$ cat src/rtl/sar_adc_scan_ctrl.sv
`timescale 1ns/1ps
// sar_adc_scan_ctrl
// Scan controller for a 12-bit SAR ADC. While idle the ADC is held in reset.
// A scan start latches the channel mask and rate code, releases the ADC after
// a short reset window, then steps the analog mux through the enabled
// channels, one per ADC frame, using the ADC data-ready strobe. Each result is
// tagged with its channel and queued in a 2-entry valid/ready buffer.
//
// Ports:
//   CLK, RSTN         clock (posedge) and asynchronous active-low reset
//   EN                level: 1 = scan, 0 = stop
//   CH_MASK           channel enable mask, latched at scan start
//   RATE_CFG          sample-rate code, latched to SAMP_RATE_MUX at scan start
//   ADC_DR, ADC_DATA  ADC data-ready (high while converting) and result
//   OUT_READY         downstream ready
//   OVF_CLR           one-cycle pulse clearing OVERFLOW
//   ADC_RSTN          ADC reset, active low (high only while scanning)
//   SAMP_RATE_MUX     latched rate code
//   CH_SEL            analog mux select
//   OUT_VALID/DATA/CH buffer head
//   SCAN_DONE         pulse: result of the highest enabled channel arrived
//   OVERFLOW          sticky: a result was dropped on a full buffer
//   BUSY              controller not idle
module sar_adc_scan_ctrl #(
  parameter int NCH = 8,
  parameter int CHW = 3,
  parameter int DW  = 12
) (
  input  logic           CLK,
  input  logic           RSTN,
  input  logic           EN,
  input  logic [NCH-1:0] CH_MASK,
  input  logic [1:0]     RATE_CFG,
  input  logic           ADC_DR,
  input  logic [DW-1:0]  ADC_DATA,
  input  logic           OUT_READY,
  input  logic           OVF_CLR,
  output logic           ADC_RSTN,
  output logic [1:0]     SAMP_RATE_MUX,
  output logic [CHW-1:0] CH_SEL,
  output logic           OUT_VALID,
  output logic [DW-1:0]  OUT_DATA,
  output logic [CHW-1:0] OUT_CH,
  output logic           SCAN_DONE,
  output logic           OVERFLOW,
  output logic           BUSY
);

  typedef enum logic [1:0] {IDLE, START, RUN} state_t;

  state_t           state, state_next;
  logic             start_cnt;
  logic [NCH-1:0]   mask_q;
  logic [CHW-1:0]   ch_conv;
  logic             have_conv;
  logic             dr_q;

  logic [CHW-1:0]   start_ch;   // lowest enabled channel of the live mask
  logic [CHW-1:0]   lo_ch;      // lowest enabled channel of the latched mask
  logic [CHW-1:0]   hi_ch;      // highest enabled channel of the latched mask
  logic [CHW-1:0]   next_ch;    // next enabled channel above CH_SEL, wrapping
  logic             found;
  logic             run_act, rise, fall, wr_req;

  logic [CHW+DW-1:0] mem [2];
  logic              rd_ptr, wr_ptr;
  logic [1:0]        count;
  logic              pop, full, wr_ok, drop;

  // ---------------- FSM ----------------
  always_ff @(posedge CLK or negedge RSTN) begin
    if (!RSTN) begin
      state     <= IDLE;
      start_cnt <= 1'b0;
    end else begin
      state     <= state_next;
      // Counts the two START cycles; cleared everywhere else.
      start_cnt <= (state == START) ? 1'b1 : 1'b0;
    end
  end

  always_comb begin
    state_next = state;
    case (state)
      IDLE:    if (EN && (|CH_MASK)) state_next = START;
      START: begin
        if (!EN)            state_next = IDLE;
        else if (start_cnt) state_next = RUN;
      end
      RUN:     if (!EN) state_next = IDLE;
      default: state_next = IDLE;
    endcase
  end

  assign ADC_RSTN = (state == RUN);
  assign BUSY     = (state != IDLE);

  // ---------------- channel search ----------------
  always_comb begin
    start_ch = '0;
    lo_ch    = '0;
    hi_ch    = '0;
    for (int i = NCH - 1; i >= 0; i--) begin
      if (CH_MASK[i]) start_ch = CHW'(i);
      if (mask_q[i])  lo_ch    = CHW'(i);
    end
    for (int i = 0; i < NCH; i++) begin
      if (mask_q[i]) hi_ch = CHW'(i);
    end
  end

  // Nothing enabled above CH_SEL means wrap to the lowest; with a single
  // enabled channel that is CH_SEL itself.
  always_comb begin
    next_ch = lo_ch;
    found   = 1'b0;
    for (int i = 0; i < NCH; i++) begin
      if (!found && mask_q[i] && (CHW'(i) > CH_SEL)) begin
        next_ch = CHW'(i);
        found   = 1'b1;
      end
    end
  end

  // Edges are only acted on while scanning and still enabled, so a frame
  // in flight when EN drops is abandoned.
  assign run_act = (state == RUN) && EN;
  assign rise    = run_act && !dr_q && ADC_DR;
  assign fall    = run_act && dr_q && !ADC_DR;
  assign wr_req  = fall && have_conv;

  // ---------------- scan datapath ----------------
  always_ff @(posedge CLK or negedge RSTN) begin
    if (!RSTN) begin
      mask_q        <= '0;
      SAMP_RATE_MUX <= '0;
      CH_SEL        <= '0;
      ch_conv       <= '0;
      have_conv     <= 1'b0;
      dr_q          <= 1'b1;
      SCAN_DONE     <= 1'b0;
    end else begin
      SCAN_DONE <= 1'b0;
      if (state == IDLE && state_next == START) begin
        mask_q        <= CH_MASK;
        SAMP_RATE_MUX <= RATE_CFG;
        CH_SEL        <= start_ch;
        have_conv     <= 1'b0;
        dr_q          <= 1'b1;
      end else if (state == RUN) begin
        dr_q <= ADC_DR;
        if (rise) begin
          ch_conv   <= CH_SEL;
          have_conv <= 1'b1;
          CH_SEL    <= next_ch;
        end
        if (wr_req) SCAN_DONE <= (ch_conv == hi_ch);
      end
    end
  end

  // ---------------- 2-entry output buffer ----------------
  assign pop   = OUT_VALID && OUT_READY;
  assign full  = (count == 2'd2);
  // When full, a simultaneous pop frees the head slot, which is exactly the
  // slot wr_ptr points at, so the write can proceed.
  assign wr_ok = wr_req && (!full || pop);
  assign drop  = wr_req && full && !pop;

  always_ff @(posedge CLK or negedge RSTN) begin
    if (!RSTN) begin
      for (int i = 0; i < 2; i++) mem[i] <= '0;
      rd_ptr   <= 1'b0;
      wr_ptr   <= 1'b0;
      count    <= 2'd0;
      OVERFLOW <= 1'b0;
    end else begin
      if (wr_ok) begin
        mem[wr_ptr] <= {ch_conv, ADC_DATA};
        wr_ptr      <= ~wr_ptr;
      end
      if (pop) rd_ptr <= ~rd_ptr;
      count <= count + {1'b0, wr_ok} - {1'b0, pop};
      // Set has priority over clear.
      if (drop)         OVERFLOW <= 1'b1;
      else if (OVF_CLR) OVERFLOW <= 1'b0;
    end
  end

  assign OUT_VALID        = (count != 2'd0);
  assign {OUT_CH, OUT_DATA} = mem[rd_ptr];

endmodule
$ cat config.mk
export PLATFORM = sky130hd
export DESIGN_NAME = sar_adc_scan_ctrl
export DESIGN_NICKNAME = d
export VERILOG_FILES = /design/src/rtl/sar_adc_scan_ctrl.sv
export SDC_FILE = /design/constraint.sdc
export NUM_CORES = 1
export LEC_CHECK = 0
export CAP_MARGIN = 10
export CORE_ASPECT_RATIO = 1.5
export CORE_MARGIN = 8
export CORE_UTILIZATION = 25
export DETAILED_ROUTE_END_ITERATION = 16
export PLACE_DENSITY_LB_ADDON = 0.25
export SYNTH_ARGS = -nofsm -noshare
export SYNTH_HDL_FRONTEND = slang
export SYNTH_SLANG_ARGS = --single-unit
$ cat constraint.sdc
create_clock -name CLK -period 1.8 [get_ports CLK]
set_input_delay 0.27 -clock CLK [delete_from_list [all_inputs] [get_ports CLK]]
set_output_delay 0.27 -clock CLK [all_outputs]
set_load 0.03 [all_outputs]
==> results.txt <==
Global routing used 10.3% of the available tracks. The count of warnings emitted by yosys is 0. The required time at the worst-slack endpoint is 2.00 ns. The share of synthesized cell area in and, or, nand and nor gates came out at 11.3%.

The synthesized-area fraction occupied by xor and xnor cells came out at 1.81%. Setup repair after global routing could not meet its margin everywhere. The synthesized netlist occupies a cell area of 0.00290 mm^2.

The count of pins over their slew limit is 0. The die height came out at 148 um. The initial standard-cell utilization of the core came out at 25.4%. Power spread over the standard cell area amounts to 984 mW/mm^2.

Summed over all layers, the routed wires come to 7.70 mm. The largest net degree at the start of global routing is 58. Hold is met by 0.481 ns.

Each instance of the synthesized netlist takes up on average 11.9 um^2. The data arrival time at the worst-slack endpoint is 2.08 ns. The startpoint identified for the worst register-to-register timing path is dr_q$_DFFE_PN1P_. The antenna cell count came out at 0. The fraction of registers with async set/reset came out at 100%.

In the post-synthesis netlist, the biggest area contributors are sky130_fd_sc_hd__dfrtp_1, sky130_fd_sc_hd__mux2_2, sky130_fd_sc_hd__mux2_4. The register-to-register path setup slack came out at -0.07 ns. The depth of the most critical reg-to-reg path is 8. The run finished, with violations left. The share of the core filled with cells in the final layout is 37.6%. The most critical setup path has its endpoint at mem[23]$_DFFE_PN0P_. The worst setup path startpoint is dr_q$_DFFE_PN1P_. The count of final setup violators is 16. The shortest period the worst path allows is 1.87 ns. The final worst clock skew is 0.00835 ns. The clock-pin slew on the worst setup and hold paths came out at 0.05 ns. The number of buffers between clock root and the deepest sink is 2.

Yosys mapped a number of flops with a built-in enable equal to 0. The worst-case IR drop observed on VDD is 0.572 mV. The checks that failed: setup timing. Relative to the synthesized area, the layout overhead comes to 48.0%. Measured against its own limit, the worst slew margin works out to 73.5%. The final number of hold-violating endpoints is 0. The number of antenna violations at the first check in global routing came out at 0.

The horizontal die dimension is 104 um. For the pin with the worst max-slew slack, the measured transition is 0.388 ns. Before CTS, the worst setup slack after placement is -0.349 ns. The share of synthesized cell area in full adder, half adder and majority cells came out at 0.864%. The count of state elements after synthesis came out at 57.

The total number of nets in the final design came out at 364. In this run the critical register-to-register path is captured at mem[23]$_DFFE_PN0P_. The iteration count of the initial detailed-routing pass is 4.

The total area inside the core boundary comes to 0.0114 mm^2. For this run the aggregate overflow at the end of global routing stands at 0. The cell taking the most area after synthesis is sky130_fd_sc_hd__dfrtp_1. For this run, the register share of the synthesized area comes to 49.3%. Cells with a size suffix above 1 make up 41.3% of the layout. The via count of the first global-routing pass came out at 2480. The H-tree was split into 3 levels. The number of DRC markers in iteration 0 came out at 58.

The count of input and output buffers is 52. Across all layers, the routed design uses 2212 vias. The complex-gate fraction of the synthesized area came out at 10.4%. The I/O pin count came out at 53.

The final weighted congestion in routability-driven placement is 0.885. In this run the clock root is driven by a sky130_fd_sc_hd__clkbuf_16. The estimated wirelength of the detail-placed design is 5.34 mm. The worst setup path is captured at a register. The detail route stage leaves a number of antenna-violating nets equal to 0. The classification of the worst-slack hold path is primary input to asynchronous set/reset pin.

The source-to-sink clock delay at the later pin of the worst-skew pair came out at 0.32 ns. The residual DRC count came out at 0. The area share of the largest cell type after synthesis came out at 48.4%. By area, the combinational part of the netlist is dominated by multiplexers.

The share of the cycle needed by the critical path after routing is 104%. The first-pass GRT wire length came out at 12.4 mm. After technology mapping, the gate count stands at 243. The total die area is 0.0154 mm^2.

The maximum frequency from static timing analysis came out at 534 MHz. The floorplan row count is 48. The overall power came out at 4.22 mW. The mux share of post-synthesis cell area came out at 23.0%. Once routing completed, OpenROAD measured the worst setup slack at -0.0730 ns.

The number of vias per cell after detailed routing is 4.52. STA classifies the critical path startpoint as a register. The CTS buffer count is 9. The summed area of non-filler cells in the final layout is 0.00429 mm^2.

The CTS tree is done. The clock drives 57 sinks. The number of nets in the synthesized netlist is 273. The count of different cell masters after synthesis is 52. The number of maximum-capacitance constraint violations is 0. After detailed routing, the average wire length per cell comes to 15.7 um. In this run the static leakage power is 2.00 nW. The largest fanout on the critical path came out at 6. The type of the worst setup path is register to register.

For this run, the leading register cell type out of synthesis is sky130_fd_sc_hd__dfrtp_1. The standard cell area after detailed placement is 0.00391 mm^2.
cell usage in the layout, fill, tap and decap left out, types with 3 or more instances in the layout:
| master | n |
|---|---|
| sky130_fd_sc_hd__dfrtp_1 | 56 |
| sky130_fd_sc_hd__a21oi_1 | 9 |
| sky130_fd_sc_hd__nand2_1 | 12 |
| sky130_fd_sc_hd__xnor2_1 | 3 |
| sky130_fd_sc_hd__clkbuf_16 | 10 |
| sky130_fd_sc_hd__nand2b_1 | 3 |
| sky130_fd_sc_hd__mux2_2 | 33 |
| sky130_fd_sc_hd__nand3_1 | 3 |
| sky130_fd_sc_hd__nor2_1 | 14 |
| sky130_fd_sc_hd__buf_12 | 8 |
| sky130_fd_sc_hd__inv_1 | 6 |
| sky130_fd_sc_hd__clkdlybuf4s50_1 | 31 |
| sky130_fd_sc_hd__mux2_4 | 22 |
| sky130_fd_sc_hd__clkinv_2 | 3 |
| sky130_fd_sc_hd__buf_4 | 32 |
| sky130_fd_sc_hd__buf_2 | 11 |
| sky130_fd_sc_hd__nor2b_1 | 6 |
| sky130_fd_sc_hd__dlygate4sd2_1 | 3 |
| sky130_fd_sc_hd__o21ai_0 | 12 |
worst min-delay path by stage:
stage / startpoint / to / slack (ns)
4_1_cts: RSTN / mask_q[1]$_DFFE_PN0P_ / 0.48
3_5_place_dp: RSTN / count[1]$_DFF_PN0_ / 0.31
6_report: RSTN / mask_q[1]$_DFFE_PN0P_ / 0.48
5_1_grt: mem[14]$_DFFE_PN0P_ / mem[14]$_DFFE_PN0P_ / 0.51
3_3_place_gp: RSTN / OVERFLOW$_DFFE_PN0P_ / 0.31
2_1_floorplan: RSTN / CH_SEL[0]$_DFFE_PN0P_ / -0.03
cell families after synthesis:
group / count (synthesis)
AND/OR/NAND/NOR: 57
flip-flops: 57
multiplexers: 56
AO/OA/AOI/OAI: 46
buffers and inverters: 19
XOR/XNOR: 6
adder cells (fa/ha/maj): 2
through the flow:
stage	TNS (ns)	cells
final	-0.956	489
after global routing	-2.75	489
after CTS	-1.01	488
after detailed placement	-10.20	469
after global placement	-9.23	469
after floorplan	-0.0916	243
state kept, by name (all words and copies together) (netlist names):
signal	count
mem	30
mask_q	8
CH_SEL	3
ch_conv	3
SAMP_RATE_MUX	2
count	2
state	2
OVERFLOW	1
SCAN_DONE	1
dr_q	1
have_conv	1
rd_ptr	1
start_cnt	1
wr_ptr	1
timing repair:
action | 4_1_cts | 5_1_grt
setup endpoints to repair | 38 | 49
gates cloned | 1 | 1
resized for setup | 51 | 28
hold buffers | 1 | 0
endpoints found under the hold margin | 56 | 0
buffers inserted | 2 | 0
pin swaps | 6 | 2
area by class of cell:
cell class / count / area (um^2)
fillers: 1137 / 7120
clock inverters: 5 / 31.3
repair buffers: 91 / 887
well taps: 150 / 188
inverters: 8 / 30.0
multi-input cells: 167 / 1480
clock buffers: 11 / 243
flip-flops and latches: 57 / 1430
worst max-delay path, cell delays in order, from the launching register on:
cell and delay, ns:
sky130_fd_sc_hd__dfstp_2 0.53, sky130_fd_sc_hd__nor2b_4 0.15, sky130_fd_sc_hd__nand4_4 0.11, sky130_fd_sc_hd__a21oi_4 0.15, sky130_fd_sc_hd__inv_2 0.08, sky130_fd_sc_hd__buf_12 0.13, sky130_fd_sc_hd__nor2_8 0.12, sky130_fd_sc_hd__clkbuf_16 0.18
sky130_fd_sc_hd__mux2_4 0.29
cell usage after synthesis (all sizes together), types with 2 or more instances:
| cell | number |
|---|---|
| or2 | 2 |
| nor3 | 2 |
| nand2b | 3 |
| xnor2 | 4 |
| a311o | 2 |
| nor4 | 2 |
| ha | 2 |
| dfrtp | 56 |
| o31ai | 2 |
| a32oi | 2 |
| nor2b | 7 |
| o211ai | 2 |
| xor2 | 2 |
| a31oi | 2 |
| and2 | 2 |
| mux2 | 55 |
| inv | 8 |
| a21oi | 11 |
| clkbuf | 6 |
| buf | 5 |
| a21o | 2 |
| nand3b | 2 |
| nor2 | 15 |
| o21ai | 12 |
| o21a | 2 |
| nand2 | 13 |
| nand3 | 3 |
where the power goes:
part           switching [mW]  internal (mW)
sequential              0.130           1.40
clock                   0.586          0.962
combinational           0.565          0.577
total                    1.28           2.94
routing by layer:
metal	up-vias	GRT usage [%]	share of wire (%)
met5	-	0	0
met3	9	3.18	3.9
li1	1061	-	-
met1	1090	10.5	39
met2	52	18.6	55
met4	0	5.16	2.2
(Power assumes the default switching activity.)
